===== src/rtl/eb_skp_ctrl.sv =====
// eb_skp_ctrl: elastic-buffer SKP add/drop controller with hysteresis, cooldown,
// sticky overflow/underflow flags and saturating pulse counters.
module eb_skp_ctrl #(
    parameter int DEPTH    = 16,
    parameter int FILL_W   = 5,
    parameter int HI_TH    = 12,
    parameter int LO_TH    = 4,
    parameter int MID      = 8,
    parameter int COOLDOWN = 4
) (
    input  logic              sys_clk,
    input  logic              sys_rst,
    input  logic [FILL_W-1:0] fill_lvl,
    input  logic              rd_valid,
    input  logic              skp_slot,
    output logic              skp_add,
    output logic              skp_drop,
    output logic [1:0]        state,
    output logic              ovf_err,
    output logic              unf_err,
    output logic [15:0]       add_cnt,
    output logic [15:0]       drop_cnt
);
    localparam int CD_W = COOLDOWN > 0 ? $clog2(COOLDOWN + 1) : 1;
    localparam logic [FILL_W-1:0] HI_L  = FILL_W'(HI_TH);
    localparam logic [FILL_W-1:0] LO_L  = FILL_W'(LO_TH);
    localparam logic [FILL_W-1:0] MID_L = FILL_W'(MID);
    localparam logic [FILL_W-1:0] DEP_L = FILL_W'(DEPTH);

    typedef enum logic [1:0] {BAL = 2'd0, NEED_DROP = 2'd1, NEED_ADD = 2'd2} state_t;

    state_t          state_q, state_d;
    logic [CD_W-1:0] cd_q, cd_d;
    logic            add_q, add_d, drop_q, drop_d;
    logic            ovf_q, ovf_d, unf_q, unf_d;
    logic [15:0]     add_cnt_q, add_cnt_d, drop_cnt_q, drop_cnt_d;
    logic            hi, lo, act;

    always_ff @(posedge sys_clk) begin
        if (sys_rst) begin
            state_q    <= BAL;
            cd_q       <= '0;
            add_q      <= 1'b0;
            drop_q     <= 1'b0;
            ovf_q      <= 1'b0;
            unf_q      <= 1'b0;
            add_cnt_q  <= '0;
            drop_cnt_q <= '0;
        end else begin
            state_q    <= state_d;
            cd_q       <= cd_d;
            add_q      <= add_d;
            drop_q     <= drop_d;
            ovf_q      <= ovf_d;
            unf_q      <= unf_d;
            add_cnt_q  <= add_cnt_d;
            drop_cnt_q <= drop_cnt_d;
        end
    end

    always_comb begin
        hi      = fill_lvl >= HI_L;
        lo      = fill_lvl <= LO_L;
        state_d = state_q;
        case (state_q)
            BAL:       state_d = hi ? NEED_DROP : lo ? NEED_ADD : BAL;
            NEED_DROP: state_d = lo ? NEED_ADD : (fill_lvl <= MID_L) ? BAL : NEED_DROP;
            NEED_ADD:  state_d = hi ? NEED_DROP : (fill_lvl >= MID_L) ? BAL : NEED_ADD;
            default:   state_d = BAL;
        endcase
        // a slot is usable only once the previous pulse's cooldown has drained
        act        = skp_slot && rd_valid && cd_q == '0 && state_q != BAL;
        add_d      = act && state_q == NEED_ADD;
        drop_d     = act && state_q == NEED_DROP;
        cd_d       = act ? CD_W'(COOLDOWN) : (cd_q != '0 ? cd_q - 1'b1 : cd_q);
        ovf_d      = ovf_q | (fill_lvl >= DEP_L);
        unf_d      = unf_q | (fill_lvl == '0 && rd_valid);
        add_cnt_d  = add_cnt_q + {15'd0, add_d && add_cnt_q != 16'hFFFF};
        drop_cnt_d = drop_cnt_q + {15'd0, drop_d && drop_cnt_q != 16'hFFFF};
    end

    assign state    = state_q;
    assign skp_add  = add_q;
    assign skp_drop = drop_q;
    assign ovf_err  = ovf_q;
    assign unf_err  = unf_q;
    assign add_cnt  = add_cnt_q;
    assign drop_cnt = drop_cnt_q;
endmodule


===== config.mk =====
export PLATFORM = sky130hd
export DESIGN_NAME = eb_skp_ctrl
export DESIGN_NICKNAME = d
export VERILOG_FILES = /design/src/rtl/eb_skp_ctrl.sv
export SDC_FILE = /design/constraint.sdc
export NUM_CORES = 1
export LEC_CHECK = 0
export CAP_MARGIN = 40
export CORE_ASPECT_RATIO = 1.25
export CORE_MARGIN = 2
export CORE_UTILIZATION = 49
export CTS_CLUSTER_SIZE = 30
export DETAILED_ROUTE_END_ITERATION = 7
export GPL_TIMING_DRIVEN = 0
export PLACE_DENSITY = 0.86
export REMOVE_ABC_BUFFERS = 1
export SETUP_SLACK_MARGIN = 0.02
export SYNTH_ARGS = -nofsm -noshare
export SYNTH_HDL_FRONTEND = slang
export SYNTH_SLANG_ARGS = --single-unit

===== constraint.sdc =====
create_clock -name sys_clk -period 2.9 [get_ports sys_clk]
set_clock_uncertainty 0.15 [all_clocks]
set_input_delay 0.725 -clock sys_clk [delete_from_list [all_inputs] [get_ports sys_clk]]
set_output_delay 0.725 -clock sys_clk [all_outputs]
set_load 0.05 [all_outputs]

==> qor.yml, run 1 <==
outcome:
  status: "complete, no violations"
floorplan:
  core_um2: 3816
  fp-row-count: 25
  fp.dieH_um: 74.66
  pin_count: 47
  initial_utilization_pct: 51.28
  die_area_um2: 4518
  die_w_um: 60.53
sta:
  rsz0062_at_grt: "true"
  tns_ps: 0
  finalMaxSlewViolations: 0
  clock.fmax_mhz: 349.8
  finalCritPeriodShare_pct: 98.57
  worst_pin_slew_ps: 789.3
  slew_headroom_pct: 47.38
  finalCriticalPeriod_ps: 2859
  hold_viol_final: 0
  setup_viol: 0
worst_hold_path:
  hold_path_end: "unf_err"
  hold_path.class: "reg2reg"
  min_path_cells: 2
  hold_path_startpoint: "unf_err"
synth:
  synth_compound_gate_area_share_pct: 10.36
  synth_xor_xnor_area_share_pct: 3.133
  syn_area_per_cell_um2: 9.060
  synth-simple-area-share_pct: 29.35
  yosysUniqueCellTypes: 35
  synth_top_family_by_area: "simple AND/OR/NAND/NOR gates"
  synth_cells: 216
  ys_seq_elements: 41
  yosysWarnings: 0
  seq_area_frac_synth_pct: 41.94
  mappedNetlistArea_um2: 1957
  synthAdderAreaFrac_pct: 5.115
  synth_mux_area_share_pct: 5.691
route:
  drt-wirelength-per-cell_um: 13.66
  drcViolationCount: 0
  drt_wl_total_um: 4330
  via_count: 1752
  drtIter0Drc: 119
  vias_per_cell: 5.527
  drtAntennaViolNets: 0
  firstDrtPassIters: 5
cells_and_area:
  final_nets: 280
  areaGrowthSynthToFinish_pct: 33.76
  drive_above_1_share_pct: 12.55
  stdcell_area_um2: 2618
  final.fill_count: 303
  layout_commonest_cell: "clkdlybuf4s50_1"
  num_antenna_cells: 0
  mostFrequentLayoutCells: "clkdlybuf4s50_1 (45), dfxtp_1 (41), nor2_1 (24), a21oi_1 (17), nor2b_1 (13)"
worst_setup_path:
  r2r_cells: 11
  r2r-end: "add_cnt[10]"
  worstPathRequired_ps: 2980
  cp-end-kind: "flip-flop"
  cp_max_fo: 5
  start_kind: "primary input"
  criticalPathCategory: "in2reg"
  reg2reg_slack_ps: 120
  r2r-start: "cd_q[0]"
  arrival_ps: 2940
placement:
  place_hpwl_um: 2931
  port_buffers: 46
  place.gp.congestion: 0.7964
  placed_area_um2: 2435
grt:
  use_met2_pct: 35.39
  first_global_vias: 1580
  grt_max_degree: 49
  grt.met1_usage_pct: 22.60
  grt_pass1_wl_um: 6727
  gr-total-overflow: 0
  antenna_found_initial: 0
  met3_usage_pct: 5.498
  grt-busiest-layer: "met2"
  grt_use_total_pct: 20.02
flow_run:
  cap_violations: 0
clock_network:
  clkTransAtPathRegs_ps: 70
  hold_buffers: 0
  root_buffer: "clkbuf_8"
  cts_max_path_buffers: 2
  insertion_delay_ps: 300
  cts_max_level: 2
  cts_tree: "built"
  numClockSinks: 41
  numCtsBuffers: 5
pwr:
  leakage_nw: 0.9077
  peakVddDrop_mv: 0.2897
  power_density_nw_per_um2: 431.3
## synth_stat cells, drive strengths merged
library cell  count  area share, %
nor3b             1           0.38
xnor2             2           0.90
nor4             12            4.8
or3               6            1.9
nand3            11            2.8
or4               7            2.7
ha                8            5.1
nor4b             1           0.45
o2111ai           1           0.45
a21o              1           0.38
nor2             25            4.8
buf               5            1.9
o31ai             7            2.7
mux2i             1           0.51
nand4            10            4.6
dfxtp            41             42
o21ai             7            1.8
clkbuf            2           0.38
a31oi             1           0.32
a21oi            17            4.3
and3              1           0.32
nor2b            13            4.2
xor2              5            2.2
nand2             7            1.3
nand2b            1           0.32
mux2              9            5.2
nand3b            2           0.77
inv              11            2.1
o21a              1           0.38
## critical path, cell delays in order
cell,delay [ps]
clkdlybuf4s50_1,520
and3_4,200
nand3b_1,100
a31oi_1,190
ha_2,270
ha_1,160
inv_1,90
or4_1,540
a21oi_1,150
## routing by layer
| metal | share of wire (%) | vias to the layer above |
|---|---|---|
| li1 | - | 876 |
| met1 | 42 | 824 |
| met2 | 51 | 44 |
| met3 | 5.0 | 8 |
| met4 | 1.9 | 0 |
| met5 | 0 | - |
## cells by family after synthesis
group	Yosys count
buffers and inverters	18
and+or+nand+nor	97
DFF	41
xor gates and xnor gates	7
muxes	10
adders and majority gates	8
AOI/OAI and AO/OA	35
## worst max-delay path by stage
stage | from | cells after the start | slack [ps] | end
floorplan | cd_q[0] | 11 | 310 | drop_cnt[12]
global placement | rd_valid | 9 | -320 | drop_cnt[14]
detailed placement | rd_valid | 9 | -330 | add_cnt[12]
CTS | rd_valid | 9 | 5 | drop_cnt[14]
global route | rd_valid | 8 | -50 | add_cnt[11]
finish | rd_valid | 9 | 40 | add_cnt[10]
## sequential cells by signal, summed over array words and instances, names as in the netlist
signal,cells
skp_add,1
drop_cnt,16
skp_drop,1
ovf_err,1
unf_err,1
state,2
add_cnt,16
cd_q,3
## power breakdown
part	total, mW	switching (mW)	internal, mW
clock	0.379	0.190	0.189
sequential	0.594	0.0123	0.581
combinational	0.156	0.0893	0.0668
## layout make-up
type	count	area (µm²)	share of cell area, %
Timing Repair Buffer	47	462.9	17.69
Clock buffer	7	86.33	3.298
Inverter	11	41.29	1.577
Multi-Input combinational cell	157	1139	43.50
Tap cell	54	67.56	2.581
Sequential cell	41	820.8	31.36
## timing repair
item                                    CTS  global route
setup buffers                             0             1
endpoints found under the setup margin    3            10
pin swaps                                 0             4
gates resized for setup                   1            16
## metrics by stage
stage	hold slack (ps)	util (%)	std cells	power [mW]	worst slack, ps
after global placement	302.9	63.93	309	0.7517	-321.0
after global routing	382.2	68.59	317	1.185	-54.40
after CTS	329.7	66.13	316	1.136	5.177
final	321.4	68.59	317	1.129	41.48
after floorplan	304.4	-	209	0.7075	310.4
after detailed placement	310.1	63.80	309	0.7595	-330.9
Power figures use the tool's default switching activity.
==> inputs of run 2 (changes only) <==
Settings changed: CTS_CLUSTER_SIZE 30 to unset, PLACE_DENSITY 0.86 to 0.79, SLEW_MARGIN set to 20.
==> run 2 against run 1 <==
  * Via count is 0.63% higher
  * Worst hold slack better by 4.7 ps
  * Power is 0.64% lower
  * Non-clock buffer count is 2 higher
  * Cell count is 0.63% higher
  * Clock power is 2% lower
  * Core utilization is 0.16 points lower
  * Critical path depth stayed put
  * Register-to-register slack better by 150 ps
  * First-iteration DRC count is 24% lower
  * Critical path type unchanged
  * Largest power group unchanged
  * Highest routed layer unchanged
==> qor.yml, run 2 (synthesis results as in run 1) <==
flow_run:
  cap_violations: 0  # unchanged
pwr:
  p_int_uw: 840.4  # was 837.0 µW
  pwr-share-clk_pct: 33.1  # was 33.6%
  fin_total_pwr_mw: 1.122  # was 1.129 mW
  leakage_nw: 0.9161  # was 0.9077 nW
  seqPwrFrac_pct: 52.9  # was 52.6%
  p_sw_uw: 281.4  # was 292.0 µW
  switching_share_pct: 25.09  # was 25.86%
  power_density_nw_per_um2: 429.6  # was 431.3 nW/µm²
  combPwrFrac_pct: 14.0  # was 13.8%
  peakVddDrop_mv: 0.3050  # was 0.2897 mV
sta:
  finalCritPeriodShare_pct: 94.66  # was 98.57%
  finalCriticalPeriod_ps: 2745  # was 2859 ps
  setup_viol: 0  # unchanged
  rsz0062_at_grt: "false"  # was true
  clock.fmax_mhz: 364.3  # was 349.8 MHz
  whs_ps: 326.1  # was 321.4 ps
  finalMaxSlewViolations: 0  # unchanged
  worst_pin_slew_ps: 514.7  # was 789.3 ps
  tns_ps: 0  # unchanged
  hold_viol_final: 0  # unchanged
  slew_headroom_pct: 65.58  # was 47.38%
clock_network:
  numClockSinks: 41  # unchanged
  insertion_delay_ps: 290  # was 300 ps
  numCtsBuffers: 5  # unchanged
  cts_tree: "built"  # unchanged
  cts_max_path_buffers: 2  # unchanged
  clkTransAtPathRegs_ps: 80  # was 70 ps
  cts_max_level: 2  # unchanged
  root_buffer: "clkbuf_8"  # unchanged
  hold_buffers: 0  # unchanged
floorplan:
  pin_count: 47  # unchanged
  die_w_um: 60.53  # unchanged
  die_area_um2: 4518  # unchanged
  fp-row-count: 25  # unchanged
  initial_utilization_pct: 51.28  # unchanged
  fp.dieH_um: 74.66  # unchanged
  core_um2: 3816  # unchanged
worst_setup_path:
  crit_start: "skp_slot"  # was rd_valid
  reg2reg_slack_ps: 270  # was 120 ps
  worstPathRequired_ps: 2930  # was 2980 ps
  start_kind: "primary input"  # unchanged
  cp-end-kind: "flip-flop"  # unchanged
  cp_max_fo: 5  # unchanged
  r2r-end: "add_cnt[14]"  # was add_cnt[10]
  cp-endpoint: "add_cnt[14]"  # was add_cnt[10]
  criticalPathCategory: "in2reg"  # unchanged
  arrival_ps: 2780  # was 2940 ps
  r2r-start: "cd_q[0]"  # unchanged
  r2r_cells: 11  # unchanged
outcome:
  status: "complete, no violations"  # unchanged
cells_and_area:
  num_antenna_cells: 0  # unchanged
  layout_commonest_cell: "clkdlybuf4s50_1"  # unchanged
  final_nets: 282  # was 280
  mostFrequentLayoutCells: "clkdlybuf4s50_1 (44), dfxtp_1 (41), nor2_1 (25), a21oi_1 (17), nor2b_1 (13)"  # was clkdlybuf4s50_1 (45), dfxtp_1 (41), nor2_1 (24), a21oi_1 (17), nor2b_1 (13)
  drive_above_1_share_pct: 12.08  # was 12.55%
  instances_no_fill: 319  # was 317
  areaGrowthSynthToFinish_pct: 33.44  # was 33.76%
grt:
  first_global_vias: 1593  # was 1,580
  gr-total-overflow: 0  # unchanged
  grt_use_total_pct: 19.13  # was 20.02%
  antenna_found_initial: 0  # unchanged
  grt_pass1_wl_um: 6617  # was 6727 µm
  grt_max_degree: 38  # was 49
placement:
  place_hpwl_um: 2805  # was 2931 µm
  dp_cells: 310  # was 309
  port_buffers: 46  # unchanged
  place.gp.congestion: 0.8279  # was 0.7964
route:
  drt-wirelength-per-cell_um: 12.45  # was 13.66 µm
  firstDrtPassIters: 4  # was 5
  drtAntennaViolNets: 0  # unchanged
  drtIter0Drc: 90  # was 119
  vias_per_cell: 5.527  # about the same
  drcViolationCount: 0  # unchanged
  via_count: 1763  # was 1,752
  drt_wl_total_um: 3970  # was 4330 µm
worst_hold_path:
  hold_path_startpoint: "ovf_err"  # was unf_err
  hold_path.class: "reg2reg"  # unchanged
-- run 2: metrics by stage --
stage / util [%] / setup WS, ps / area (µm²)
2_1_floorplan: - / 310.4 / 1912
3_3_place_gp: 63.93 / -336.9 / 2440
3_5_place_dp: 64.33 / -349.3 / 2455
4_1_cts: 66.89 / 21.93 / 2552
5_1_grt: 68.43 / 28.26 / 2611
6_report: 68.43 / 154.9 / 2611
-- run 2: worst min path at each step --
stage                     endpoint  slack, ps  depth (start not counted)
final                      ovf_err        330                          2
after global routing       ovf_err        380                          2
after CTS                  ovf_err        330                          2
after detailed placement   ovf_err        310                          2
after global placement     ovf_err        300                          2
after floorplan            cd_q[1]        300                          2
-- run 2: power by group through the flow --
| stage | Combinational (mW) | Clock (mW) | Sequential (mW) |
|---|---|---|---|
| floorplan | 0.0863 | 0 | 0.621 |
| global placement | 0.146 | 0 | 0.606 |
| detailed placement | 0.152 | 0 | 0.607 |
| CTS | 0.153 | 0.378 | 0.593 |
| global route | 0.179 | 0.400 | 0.595 |
| finish | 0.157 | 0.371 | 0.594 |
-- run 2: final cells by class --
class                   instances  area, µm²
fillers                       321       1205
multi-input cells             157       1102
flip-flops and latches         41      820.8
repair buffers                 49      493.0
clock buffers                   7      86.33
well taps                      54      67.56
inverters                      11      41.29
-- run 2: worst max-delay path, stage by stage --
cell,delay [ps]
clkdlybuf4s50_1,470
and3_4,190
nand3b_1,90
a31oi_1,180
ha_2,260
ha_1,160
inv_1,80
nor4_2,250
mux2_2,360
-- run 2: layer usage --
layer	global-route usage [%]	vias to the layer above	part of all wire, %
met1	21.83	826	44
li1	-	879	-
met2	33.45	48	50
met5	0	-	0
met4	10.63	0	2.7
met3	3.265	10	3.8
-- run 2: timing repair --
action                     4_1_cts  5_1_grt
pin swaps                        0        5
setup endpoints to repair        3       10
gates resized for setup          3        9
setup buffers                    0        2
==> inputs of run 3 (changes only) <==
Settings changed: CORE_UTILIZATION 49 to 53, PLACE_DENSITY 0.79 to 0.85.
Clock period 2.9 ns to 3.3 ns, I/O delays scaled along.
==> run 3 against run 2 <==
  * Flip-flop and latch count is the same
  * Critical endpoint is now drop_cnt[14]
  * Non-clock buffer count shrank 2
  * Worst hold slack gained 4.7 ps
  * First-iteration DRC count shrank 37%
  * Power shrank 13%
  * Highest routed layer unchanged
  * Register-to-register slack gained 100 ps
==> qor.yml, run 3 (synthesis results as in run 1) <==
outcome:
  status: "complete, no violations"  # unchanged
sta:
  clock.fmax_mhz: 322.5
  tns_ps: 0  # unchanged
  finalCritPeriodShare_pct: 93.96
  worst_pin_slew_ps: 515.9  # was 514.7 ps
  finalMaxSlewViolations: 0  # unchanged
  slew_headroom_pct: 65.50  # was 65.58%
  rsz0062_at_grt: "true"  # was false
  finalCriticalPeriod_ps: 3101
  setup_slack_ps: 199.3  # was 154.9 ps
  hold_viol_final: 0  # unchanged
  setup_viol: 0  # unchanged
floorplan:
  die_area_um2: 4197  # was 4518 µm²
  pin_count: 47  # unchanged
  core_um2: 3513  # was 3816 µm²
  fp.dieH_um: 71.94  # was 74.66 µm
  die_w_um: 58.35  # was 60.53 µm
  initial_utilization_pct: 55.70  # was 51.28%
  fp-row-count: 24  # was 25
worst_hold_path:
  hold_path.class: "reg2reg"  # unchanged
  hold_path_end: "ovf_err"  # unchanged
  min_path_cells: 2  # unchanged
  hold_path_startpoint: "ovf_err"  # unchanged
clock_network:
  cts_max_path_buffers: 2  # unchanged
  cts_max_level: 2  # unchanged
  cts_setup_buffers: 0  # unchanged
  hold_buffers: 0  # unchanged
  numClockSinks: 41  # unchanged
  root_buffer: "clkbuf_8"  # unchanged
  insertion_delay_ps: 290  # about the same
  ctsResizeCount: 0  # was 3
  clkTransAtPathRegs_ps: 80  # about the same
  cts_tree: "built"  # unchanged
  numCtsBuffers: 5  # unchanged
pwr:
  power_density_nw_per_um2: 386.7  # was 429.6 nW/µm²
  leakage_nw: 0.9064  # was 0.9161 nW
  peakVddDrop_mv: 0.3850  # was 0.3050 mV
cells_and_area:
  regArea_um2: 820.8  # unchanged
  final_nets: 280  # was 282
  mostFrequentLayoutCells: "clkdlybuf4s50_1 (45), dfxtp_1 (41), nor2_1 (25), a21oi_1 (17), nor2b_1 (13)"  # was clkdlybuf4s50_1 (44), dfxtp_1 (41), nor2_1 (25), a21oi_1 (17), nor2b_1 (13)
  multi_input_area_um2: 1056  # was 1102 µm²
  instances_no_fill: 302  # was 319
  layout_commonest_cell: "clkdlybuf4s50_1"  # unchanged
  drive_above_1_share_pct: 7.985  # was 12.08%
  areaGrowthSynthToFinish_pct: 29.22  # was 33.44%
  final_util_pct: 71.97  # was 68.43%
  num_antenna_cells: 0  # unchanged
  final.fill_count: 279  # was 321
worst_setup_path:
  criticalPathCategory: "in2reg"  # unchanged
  crit_path_max_incr_delay_ps: 490  # was 470 ps
  arrival_ps: 3130  # was 2780 ps
  cp_max_fo: 6  # was 5
  reg2reg_slack_ps: 370  # was 270 ps
  r2r-end: "drop_cnt[14]"  # was add_cnt[14]
  r2r-start: "cd_q[0]"  # unchanged
  cp_cell_sequence: "clkdlybuf4s50_1, and3_1, nand3b_1, nor2_1, ha_1, ha_1, nand2_1, nor4_1, mux2_2"  # was clkdlybuf4s50_1, and3_4, nand3b_1, a31oi_1, ha_2, ha_1, inv_1, nor4_2, mux2_2
  crit_slowest_cell: "clkdlybuf4s50_1"  # unchanged
  cp-end-kind: "flip-flop"  # unchanged
  r2r_cells: 11  # unchanged
  start_kind: "primary input"  # unchanged
  crit_top_cell: "ha_1"
  worstPathRequired_ps: 3330  # was 2930 ps
  path_delay_family: "simple AND/OR/NAND/NOR gates"  # was buffers and inverters
  critPathBufInv: 1  # was 2
route:
  drcViolationCount: 0  # unchanged
  vias_per_cell: 5.675  # was 5.527
  drt-wirelength-per-cell_um: 13.11  # was 12.45 µm
  drtAntennaViolNets: 0  # unchanged
  drt_wl_total_um: 3958  # was 3970 µm
  drtIter0Drc: 57  # was 90
  via_count: 1714  # was 1,763
  firstDrtPassIters: 4  # unchanged
placement:
  place_hpwl_um: 2825  # was 2805 µm
  preCtsSetupSlack_ps: -71.09  # was -349.3 ps
  dp_cells: 295  # was 310
  place.gp.congestion: 0.7456  # was 0.8279
  port_buffers: 46  # unchanged
grt:
  first_global_vias: 1660  # was 1,593
  grt_use_total_pct: 20.63  # was 19.13%
  grt_pass1_wl_um: 6900  # was 6617 µm
  gr-total-overflow: 0  # unchanged
  grt_max_degree: 41  # was 38
  antenna_found_initial: 0  # unchanged
flow_run:
  cap_violations: 0  # unchanged
run 3: cell types whose count changed in the layout (fill, tap and decap cells not counted), moves of 2 or more:
| cell | change |
|---|---|
| ha_2 | -3 |
| nor4_2 | -3 |
| nor4_1 | +3 |
| ha_1 | +4 |
| buf_4 | -2 |
run 3: per-stage QoR:
stage | total power [mW] | hold WS, ps | instance area, µm²
final | 0.9779 | 330.8 | 2529
after global routing | 1.027 | 368.2 | 2529
after CTS | 0.9910 | 336.3 | 2522
after detailed placement | 0.6665 | 307.9 | 2436
after global placement | 0.6622 | 300.3 | 2421
after floorplan | 0.6217 | 304.4 | 1912
run 3: how the worst max path moves through the flow:
| stage | start | endpoint | cells past startpoint |
|---|---|---|---|
| finish | rd_valid | drop_cnt[14] | 9 |
| global placement | rd_valid | drop_cnt[14] | 9 |
| CTS | rd_valid | drop_cnt[14] | 9 |
| floorplan | skp_slot | drop_cnt[12] | 8 |
| global route | rd_valid | drop_cnt[14] | 9 |
| detailed placement | rd_valid | drop_cnt[14] | 9 |
run 3: worst register-to-register path: stages (launching register included):
cell and delay (ps):
dfxtp_1 320, inv_1 60, ha_1 160, ha_1 290, and3_1 220, nand3b_1 110, nor2_1 140, ha_1 230
ha_1 260, nand2_1 180, nor4_1 340, mux2_2 370
run 3: report_power, final:
group	internal [mW]	total [mW]	switching, mW
Combinational	0.0577	0.134	0.0758
Clock	0.166	0.324	0.158
Sequential	0.511	0.521	0.00986
run 3: final cells by class:
type / count / area share, %
flip-flops and latches: 41 / 32.46
repair buffers: 47 / 18.80
inverters: 11 / 1.633
multi-input cells: 157 / 41.76
well taps: 39 / 1.930
clock buffers: 7 / 3.414
run 3: metal layers:
layer  track usage, %  up-vias  share of wire, %
li1                 -      867                 -
met1            24.12      810                43
met2            35.33       33                52
met3            4.456        4               3.8
met4            9.819        0               1.0
met5                0        -                 0
